File: src/rtl/arb_pkg.sv
// arb_pkg: types and helpers shared by the request arbiter.
//   arb_state_t     - arbiter FSM state encoding (IDLE, GRANT, GAP)
//   onehot_from_idx - index to one-hot conversion, up to MAX_REQ requesters
package arb_pkg;

  localparam int unsigned MAX_REQ = 8;

  typedef enum logic [1:0] {
    ST_IDLE  = 2'd0,
    ST_GRANT = 2'd1,
    ST_GAP   = 2'd2
  } arb_state_t;

  // Callers truncate the result to their own requester count.
  function automatic logic [MAX_REQ-1:0] onehot_from_idx(input logic [2:0] idx);
    logic [MAX_REQ-1:0] v;
    v = 8'd0;
    v[idx] = 1'b1;
    return v;
  endfunction

endpackage

File: src/rtl/rr_priority_pick.sv
// rr_priority_pick: combinational priority encoder for the arbiter.
//   req[N]   - request vector
//   mask[N]  - requesters excluded from this pick (bit set = excluded)
//   ptr[IW]  - round-robin start index (always < N)
//   rr_mode  - 0: lowest index wins, 1: first set bit scanning from ptr
//   found    - at least one unmasked request present
//   idx[IW]  - winning index, 0 when found is low
module rr_priority_pick #(
  parameter int N = 4,
  localparam int IW = $clog2(N)
) (
  input  logic [N-1:0]  req,
  input  logic [N-1:0]  mask,
  input  logic [IW-1:0] ptr,
  input  logic          rr_mode,
  output logic          found,
  output logic [IW-1:0] idx
);

  logic [N-1:0]  w_eff;
  logic [IW:0]   w_sum;
  logic [IW-1:0] w_pos;

  // Scan from the lowest-priority slot to the highest so the last hit wins.
  always_comb begin
    w_eff = req & ~mask;
    found = 1'b0;
    idx   = '0;
    w_sum = '0;
    w_pos = '0;
    for (int k = N - 1; k >= 0; k--) begin
      // ptr + k is below 2N, so one conditional subtract gives the modulo.
      w_sum = {1'b0, ptr} + (IW + 1)'(k);
      w_pos = rr_mode ? ((w_sum >= (IW + 1)'(N)) ? IW'(w_sum - (IW + 1)'(N))
                                                 : w_sum[IW-1:0])
                      : IW'(k);
      found = found | w_eff[w_pos];
      idx   = w_eff[w_pos] ? w_pos : idx;
    end
  end

endmodule

File: src/rtl/req_arbiter.sv
// req_arbiter: shares one downstream resource among N requesters.
//   clock, reset   - rising-edge clock, synchronous active-high reset
//   req[N]         - request vector, bit i = requester i
//   rr_mode        - 0 fixed priority (bit 0 highest), 1 round-robin
//   grant[N]       - registered one-hot grant, zero when nothing granted
//   grant_idx[IW]  - index of the granted requester, 0 when idle
//   busy           - high while a tenure is active
//   timeout_pulse  - one cycle, first gap cycle after a MAX_HOLD preempt
// Every tenure is followed by exactly one zero-grant gap cycle.
module req_arbiter
  import arb_pkg::*;
#(
  parameter int N        = 4,
  parameter int MAX_HOLD = 8,
  localparam int IW      = $clog2(N)
) (
  input  logic          clock,
  input  logic          reset,
  input  logic [N-1:0]  req,
  input  logic          rr_mode,
  output logic [N-1:0]  grant,
  output logic [IW-1:0] grant_idx,
  output logic          busy,
  output logic          timeout_pulse
);

  // A 1-bit counter is kept when the timeout is disabled; it never moves.
  localparam int HW = (MAX_HOLD > 0) ? $clog2(MAX_HOLD + 1) : 1;
  localparam logic [HW-1:0] HOLD_LAST = (MAX_HOLD > 0) ? HW'(MAX_HOLD - 1) : '0;
  localparam logic [IW-1:0] LAST_IDX  = IW'(N - 1);

  arb_state_t    r_state;
  logic [IW-1:0] r_winner;
  logic [IW-1:0] r_ptr;
  logic [HW-1:0] r_hold_cnt;
  logic [N-1:0]  r_grant;
  logic [IW-1:0] r_grant_idx;
  logic          r_busy;
  logic          r_timeout_pulse;

  arb_state_t    w_state_nxt;
  logic [IW-1:0] w_winner_nxt;
  logic [IW-1:0] w_ptr_nxt;
  logic [HW-1:0] w_hold_nxt;
  logic          w_pulse_nxt;
  logic [N-1:0]  w_mask;
  logic          w_found;
  logic [IW-1:0] w_pick_idx;
  logic [IW-1:0] w_ptr_after;

  // In GAP the previous winner sits out one arbitration round.
  assign w_mask      = (r_state == ST_GAP) ? N'(onehot_from_idx(3'(r_winner))) : '0;
  assign w_ptr_after = (r_winner == LAST_IDX) ? '0 : r_winner + IW'(1);

  rr_priority_pick #(.N(N)) u_pick (
    .req     (req),
    .mask    (w_mask),
    .ptr     (r_ptr),
    .rr_mode (rr_mode),
    .found   (w_found),
    .idx     (w_pick_idx)
  );

  // Next-state logic for the IDLE/GRANT/GAP arbiter FSM.
  always_comb begin
    w_state_nxt  = r_state;
    w_winner_nxt = r_winner;
    w_ptr_nxt    = r_ptr;
    w_hold_nxt   = r_hold_cnt;
    w_pulse_nxt  = 1'b0;
    case (r_state)
      ST_IDLE, ST_GAP: begin
        if (w_found) begin
          w_state_nxt  = ST_GRANT;
          w_winner_nxt = w_pick_idx;
          w_hold_nxt   = '0;
        end else begin
          w_state_nxt  = ST_IDLE;
        end
      end
      ST_GRANT: begin
        if (!req[r_winner]) begin
          w_state_nxt = ST_GAP;
          w_ptr_nxt   = w_ptr_after;
        end else if ((MAX_HOLD != 0) && (r_hold_cnt == HOLD_LAST)) begin
          w_state_nxt = ST_GAP;
          w_ptr_nxt   = w_ptr_after;
          w_pulse_nxt = 1'b1;
        end else begin
          // Counter only advances when it can reach HOLD_LAST, so it never wraps.
          w_hold_nxt  = (MAX_HOLD != 0) ? r_hold_cnt + HW'(1) : r_hold_cnt;
        end
      end
      default: begin
        w_state_nxt = ST_IDLE;
      end
    endcase
  end

  // State, counters and registered outputs; outputs derive from next state.
  always_ff @(posedge clock) begin
    if (reset) begin
      r_state         <= ST_IDLE;
      r_winner        <= '0;
      r_ptr           <= '0;
      r_hold_cnt      <= '0;
      r_grant         <= '0;
      r_grant_idx     <= '0;
      r_busy          <= 1'b0;
      r_timeout_pulse <= 1'b0;
    end else begin
      r_state         <= w_state_nxt;
      r_winner        <= w_winner_nxt;
      r_ptr           <= w_ptr_nxt;
      r_hold_cnt      <= w_hold_nxt;
      r_grant         <= (w_state_nxt == ST_GRANT) ? N'(onehot_from_idx(3'(w_winner_nxt))) : '0;
      r_grant_idx     <= (w_state_nxt == ST_GRANT) ? w_winner_nxt : '0;
      r_busy          <= (w_state_nxt == ST_GRANT);
      r_timeout_pulse <= w_pulse_nxt;
    end
  end

  assign grant         = r_grant;
  assign grant_idx     = r_grant_idx;
  assign busy          = r_busy;
  assign timeout_pulse = r_timeout_pulse;

endmodule
File: config.mk
export PLATFORM = sky130hd
export DESIGN_NAME = req_arbiter
export DESIGN_NICKNAME = d
export VERILOG_FILES = /design/src/rtl/arb_pkg.sv /design/src/rtl/rr_priority_pick.sv /design/src/rtl/req_arbiter.sv
export SDC_FILE = /design/constraint.sdc
export NUM_CORES = 1
export LEC_CHECK = 0
export CAP_MARGIN = 20
export CORE_MARGIN = 5
export CORE_UTILIZATION = 50
export CTS_BUF_LIST = sky130_fd_sc_hd__clkbuf_4 sky130_fd_sc_hd__clkbuf_8
export CTS_CLUSTER_SIZE = 28
export DETAILED_ROUTE_END_ITERATION = 7
export PLACE_DENSITY = 0.74
export SLEW_MARGIN = 10
export SYNTH_ARGS = -nofsm -noshare
export SYNTH_HDL_FRONTEND = slang
export SYNTH_SLANG_ARGS = --single-unit
export TNS_END_PERCENT = 1
File: constraint.sdc
create_clock -name clock -period 3 [get_ports clock]
set_input_delay 0.6 -clock clock [delete_from_list [all_inputs] [get_ports clock]]
set_output_delay 0.6 -clock clock [all_outputs]
set_load 0.1 [all_outputs]
==> flow_summary.json, run 1 <==
{
  "port_buffers": 14,
  "slew_headroom_pct": 65.34,
  "track_usage_pct": 15.72,
  "synth_area_leaders": "dfxtp_1, ha_1, nor2_1",
  "synth_cell_type_count": 45,
  "core_um2": 1982,
  "worstSetupStartpointType": "primary input",
  "wl_per_cell_um": 13.98,
  "worstMarginPinSlew_ps": 518.8,
  "setup-tns-final_ps": 0,
  "htreeDepth": 1,
  "min_period_over_period_pct": 77.37,
  "boundaryPins": 15,
  "drt_iter0_drc": 24,
  "path_cells": "clkdlybuf4s50_1 -> mux4_2 -> and2_1 -> nor2b_1 -> nand4_1 -> xor2_1 -> nor3_1",
  "p_clk_share_pct": 20.3,
  "cts.path.max_buffers": 2,
  "synth_top_family_by_area": "simple AND/OR/NAND/NOR gates",
  "synth_cells": 117,
  "fin_crit_ps": 2321,
  "synth_adder_area_share_pct": 5.952,
  "finalHoldViolCount": 0,
  "fmax_mhz": 430.8,
  "yosys.area_share.simple_pct": 26.55,
  "fin_cells": 158,
  "grt_max_degree": 14,
  "drc_errors": 0,
  "ir_worst_vdd_v": 0.0004083,
  "setup_viol": 0,
  "grt_pass1_vias": 897,
  "cts_num_sinks": 18,
  "synthArstFlopShare_pct": 0,
  "antenna_cells": 0,
  "die_area_um2": 3119,
  "synthFlopType": "dfxtp_1",
  "rsz0062_at_grt": "false",
  "combinationalPowerShare_pct": 31.2,
  "cts-resized-gates": 0,
  "antenna_found_initial": 0,
  "syn_area_um2": 1051,
  "cts_hold_buffers": 0,
  "synth_top_area_cell": "dfxtp_1",
  "clk-insertion-delay-late_ps": 280,
  "cap_violations": 0,
  "postSynthAreaPerCell_um2": 8.983,
  "layout_commonest_cell": "dfxtp_1",
  "start_util_pct": 53.03,
  "overflow": 0,
  "drive_above_1_share_pct": 17.56,
  "critical_path_arrival_ps": 2530,
  "cp_top_family": "simple AND/OR/NAND/NOR gates",
  "syn2layout_area_growth_pct": 15.71,
  "final_util_pct": 61.36,
  "final_cell_mix": "dfxtp_1, nor2_1, buf_4",
  "dpl.hpwl_mm": 1.728,
  "post-cts-setup-buffer-count": 0,
  "synth-xor-area-share_pct": 3.333,
  "synth_seq_cells": 18,
  "syn_nets": 129,
  "p_per_area_nw_per_um2": 452.7,
  "placed_cells": 155,
  "drtAntennaViolNets": 0,
  "cts_root_buf": "clkbuf_4",
  "cts_tree": "done",
  "crit_slowest_cell": "clkdlybuf4s50_1",
  "wl_mm": 2.209,
  "hold_class": "reg -> reg",
  "netlist.area_leader.share_pct": 34.29,
  "grt_pass1_wl_mm": 4.036,
  "worstPathRequired_ps": 3210,
  "clock_skew_ps": 3.105,
  "synthMuxAreaShare_pct": 6.071,
  "firstDrtPassIters": 4,
  "seq_power_share_pct": 48.5,
  "die_h_um": 55.85,
  "slew_violations": 0,
  "worst-path-buf-inv": 1,
  "numCtsBuffers": 3,
  "report.power.total_mw": 0.5506,
  "num_rows": 16,
  "nets": 145,
  "clkTransAtPathRegs_ps": 90,
  "gp_congestion": 0.8960,
  "p_leak_nw": 0.4974,
  "p_sw_mw": 0.1913,
  "switching_share_pct": 34.75,
  "critical_path_class": "in -> reg",
  "dr_total_vias": 909,
  "synth-compound-area-share_pct": 19.17,
  "setup_ws_ps": 678.8,
  "crit_fanout": 7,
  "endpoint_kind": "register",
  "yosys_warnings": 0,
  "yosysSeqAreaShare_pct": 34.29,
  "internal-power_mw": 0.3592,
  "avgViaCountPerCell": 5.753,
  "outcome": "complete, no violations",
  "die_w_um": 55.85,
  "dp_slack_ps": 359.9,
  "synth_edf_count": 0,
  "cp_slowest_stage_delay_ps": 580
}
[tightest hold or removal path: stages, from the launching register on]
cell and delay (ps):
dfxtp_1 340, o21ai_1 80, a21oi_1 70
[kinds of logic (layout without fill, tap and decap cells)]
kind of cell | after synthesis | count (layout)
compound gates | 24 | 24
mux | 5 | 5
simple gates | 49 | 49
fa+ha+maj | 5 | 5
flops | 18 | 18
buf+inv | 12 | 26
xor+xnor | 4 | 4
[power groups by stage]
stage / registers (mW) / clock network, mW / logic (mW)
after floorplan: 0.318 / 0 / 0.0878
after global placement: 0.272 / 0 / 0.171
after detailed placement: 0.273 / 0 / 0.172
after CTS: 0.267 / 0.117 / 0.173
after global routing: 0.270 / 0.128 / 0.188
final: 0.267 / 0.112 / 0.172
[path summary, 6_finish.rpt]
kind	slack, ps	endpoint	depth (start not counted)	start
max	680	r_hold_cnt[3]$_SDFFE_PP0P_	7	req[1]
min reg2reg	530	r_hold_cnt[2]$_SDFFE_PP0P_	2	r_hold_cnt[2]$_SDFFE_PP0P_
min	530	r_hold_cnt[2]$_SDFFE_PP0P_	2	r_hold_cnt[2]$_SDFFE_PP0P_
max reg2reg	750	grant[2]$_SDFF_PP0_	8	r_winner[1]$_SDFF_PP0_
[through the flow]
step                hold WS [ps]  area [um2]
global route               562.9        1216
global placement           493.8        1194
detailed placement         507.0        1194
floorplan                  475.6        1051
finish                     533.3        1216
CTS                        524.8        1216
[synth_stat cells (3+ instances only)]
master	count
nand4_1	3
ha_1	5
mux2i_1	3
o21ai_0	3
nor3_1	6
nand3_1	4
buf_2	3
nand2_1	6
dfxtp_1	18
nor2_1	12
nand3b_1	5
inv_1	8
[state kept, by name, indices dropped and copies added (netlist names)]
register       cells
grant              4
r_hold_cnt         4
grant_idx          2
r_ptr              2
r_state            2
r_winner           2
busy               1
timeout_pulse      1
[layout make-up]
type                       instances  area (um2)
tap                               27       33.78
multi-input combinational         87       641.9
clock buffer                       3       22.52
timing repair buffer              15       127.6
sequential                        18       360.3
inverter                           8       30.03
fill                             171       765.7
[per-layer routing]
| layer | global-route usage [%] | vias to the layer above | wire (um) |
|---|---|---|---|
| met5 | 0 | - | 0 |
| met2 | 23.99 | 21 | 1030 |
| met1 | 20.20 | 422 | 1002 |
| met3 | 5.104 | 9 | 109 |
| met4 | 6.780 | 0 | 65 |
| li1 | - | 457 | - |
Power figures use the tool's default switching activity.
==> run 2, diff against run 1 <==
==> constraint.sdc (replaced) <==
create_clock -name clock -period 2.3 [get_ports clock]
set_input_delay 0.46 -clock clock [delete_from_list [all_inputs] [get_ports clock]]
set_output_delay 0.46 -clock clock [all_outputs]
set_load 0.1 [all_outputs]
==> flow_summary.json, run 2 (synthesized netlist as in run 1, its figures left out) <==
{
  "outcome": "complete, no violations",
  "worst-path-buf-inv": 1,
  "grt_max_degree": 11,
  "grt_pass1_vias": 969,
  "finalHoldViolCount": 0,
  "top_usage_layer": "met2",
  "nets": 158,
  "place_area_um2": 1291,
  "setup_viol": 0,
  "cts_hold_buffers": 0,
  "fin_cells": 172,
  "crit_slowest_cell": "clkdlybuf4s50_1",
  "cts_num_sinks": 18,
  "core_um2": 1982,
  "antenna_found_initial": 0,
  "cp_top_family": "simple AND/OR/NAND/NOR gates",
  "worstPathRequired_ps": 2520,
  "fin_crit_ps": 2049,
  "num_rows": 16,
  "p_per_area_nw_per_um2": 601.4,
  "grt_use_met1_pct": 19.35,
  "met3_usage_pct": 4.176,
  "endpoint_kind": "register",
  "cts.path.max_buffers": 2,
  "slew_violations": 0,
  "grt_pass1_wl_mm": 4.305,
  "clk-insertion-delay-late_ps": 300,
  "worstMarginPinSlew_ps": 441.0,
  "htreeDepth": 1,
  "drtAntennaViolNets": 0,
  "hold_class": "reg -> reg",
  "clkTransAtPathRegs_ps": 100,
  "fmax_mhz": 488.0,
  "start_util_pct": 53.03,
  "gp_congestion": 0.9261,
  "critical_path_class": "in -> reg",
  "die_w_um": 55.85,
  "cap_violations": 0,
  "avgViaCountPerCell": 5.674,
  "numCtsBuffers": 3,
  "placed_cells": 168,
  "port_buffers": 14,
  "crit_fanout": 6,
  "ir_worst_vdd_v": 0.0004543,
  "design_area_um2": 1328,
  "p_leak_nw": 0.5679,
  "grt.met2_usage_pct": 30.57,
  "final_cell_mix": "buf_4, dfxtp_1, nor2_1",
  "overflow": 0,
  "wl_mm": 2.482,
  "die_area_um2": 3119,
  "min_period_over_period_pct": 89.10,
  "path_cells": "clkdlybuf4s50_1 -> mux4_2 -> and2_1 -> nor2b_1 -> nand4_1 -> xor2_1 -> nor3_1",
  "slew_headroom_pct": 70.54,
  "drc_errors": 0,
  "die_h_um": 55.85,
  "post-cts-setup-buffer-count": 0,
  "syn2layout_area_growth_pct": 26.31,
  "setup_ws_ps": 250.7,
  "cp_slowest_stage_delay_ps": 510,
  "firstDrtPassIters": 4,
  "wl_per_cell_um": 14.43,
  "critical_path_arrival_ps": 2270,
  "cts_tree": "done",
  "dr_total_vias": 976,
  "boundaryPins": 15,
  "worstSetupStartpointType": "primary input",
  "layout_commonest_cell": "buf_4",
  "dp_slack_ps": -28.38,
  "n_fill_cell": 160,
  "clock_skew_ps": 2.236,
  "cts_root_buf": "clkbuf_4",
  "dpl.hpwl_mm": 1.997,
  "cts-resized-gates": 0,
  "rsz0062_at_grt": "false",
  "drt_iter0_drc": 23,
  "track_usage_pct": 17.20,
  "drive_above_1_share_pct": 25.52,
  "antenna_cells": 0
}
[run 2: final cells by class]
class | count | area [um2] | share of cell area [%]
sequential | 18 | 360.3 | 27.14
multi-input combinational | 87 | 641.9 | 48.35
tap | 27 | 33.78 | 2.545
timing repair buffer | 28 | 225.2 | 16.97
inverter | 8 | 30.03 | 2.262
clock buffer | 4 | 36.28 | 2.733
[run 2: metal layers]
| metal | share of wire [%] | wire [um] |
|---|---|---|
| met2 | 50 | 1240 |
| met4 | 2.1 | 51 |
| met5 | 0 | 0 |
| met1 | 42 | 1048 |
| met3 | 5.7 | 142 |
[run 2: worst min-delay path: stages (launching register included)]
cell and delay (ps):
dfxtp_1 350, o21ai_1 80, a21oi_1 60
[run 2: worst paths after layout]
path,depth (start not counted),start,to,slack [ps]
max,7,req[0],r_hold_cnt[3]$_SDFFE_PP0P_,250
min,2,r_hold_cnt[2]$_SDFFE_PP0P_,r_hold_cnt[2]$_SDFFE_PP0P_,520
max reg2reg,8,r_winner[1]$_SDFF_PP0_,grant[3]$_SDFF_PP0_,290
min reg2reg,2,r_hold_cnt[2]$_SDFFE_PP0P_,r_hold_cnt[2]$_SDFFE_PP0P_,520
[run 2: power by group]
| group | switching (mW) | total (mW) | internal (mW) |
|---|---|---|---|
| clock | 0.101 | 0.197 | 0.0966 |
| combinational | 0.158 | 0.256 | 0.0980 |
| sequential | 0.0154 | 0.345 | 0.329 |
| total | 0.274 | 0.798 | 0.524 |
[run 2: metrics by stage]
| step | total power, mW | TNS, ps | hold WS (ps) | utilization [%] |
|---|---|---|---|---|
| floorplan | 0.5286 | 0 | 475.6 | - |
| global placement | 0.6022 | -40.37 | 490.8 | 65.15 |
| detailed placement | 0.6065 | -127.8 | 506.8 | 65.15 |
| CTS | 0.7983 | 0 | 520.3 | 66.98 |
| global route | 0.8333 | 0 | 574.4 | 66.98 |
| finish | 0.7983 | 0 | 522.2 | 66.98 |
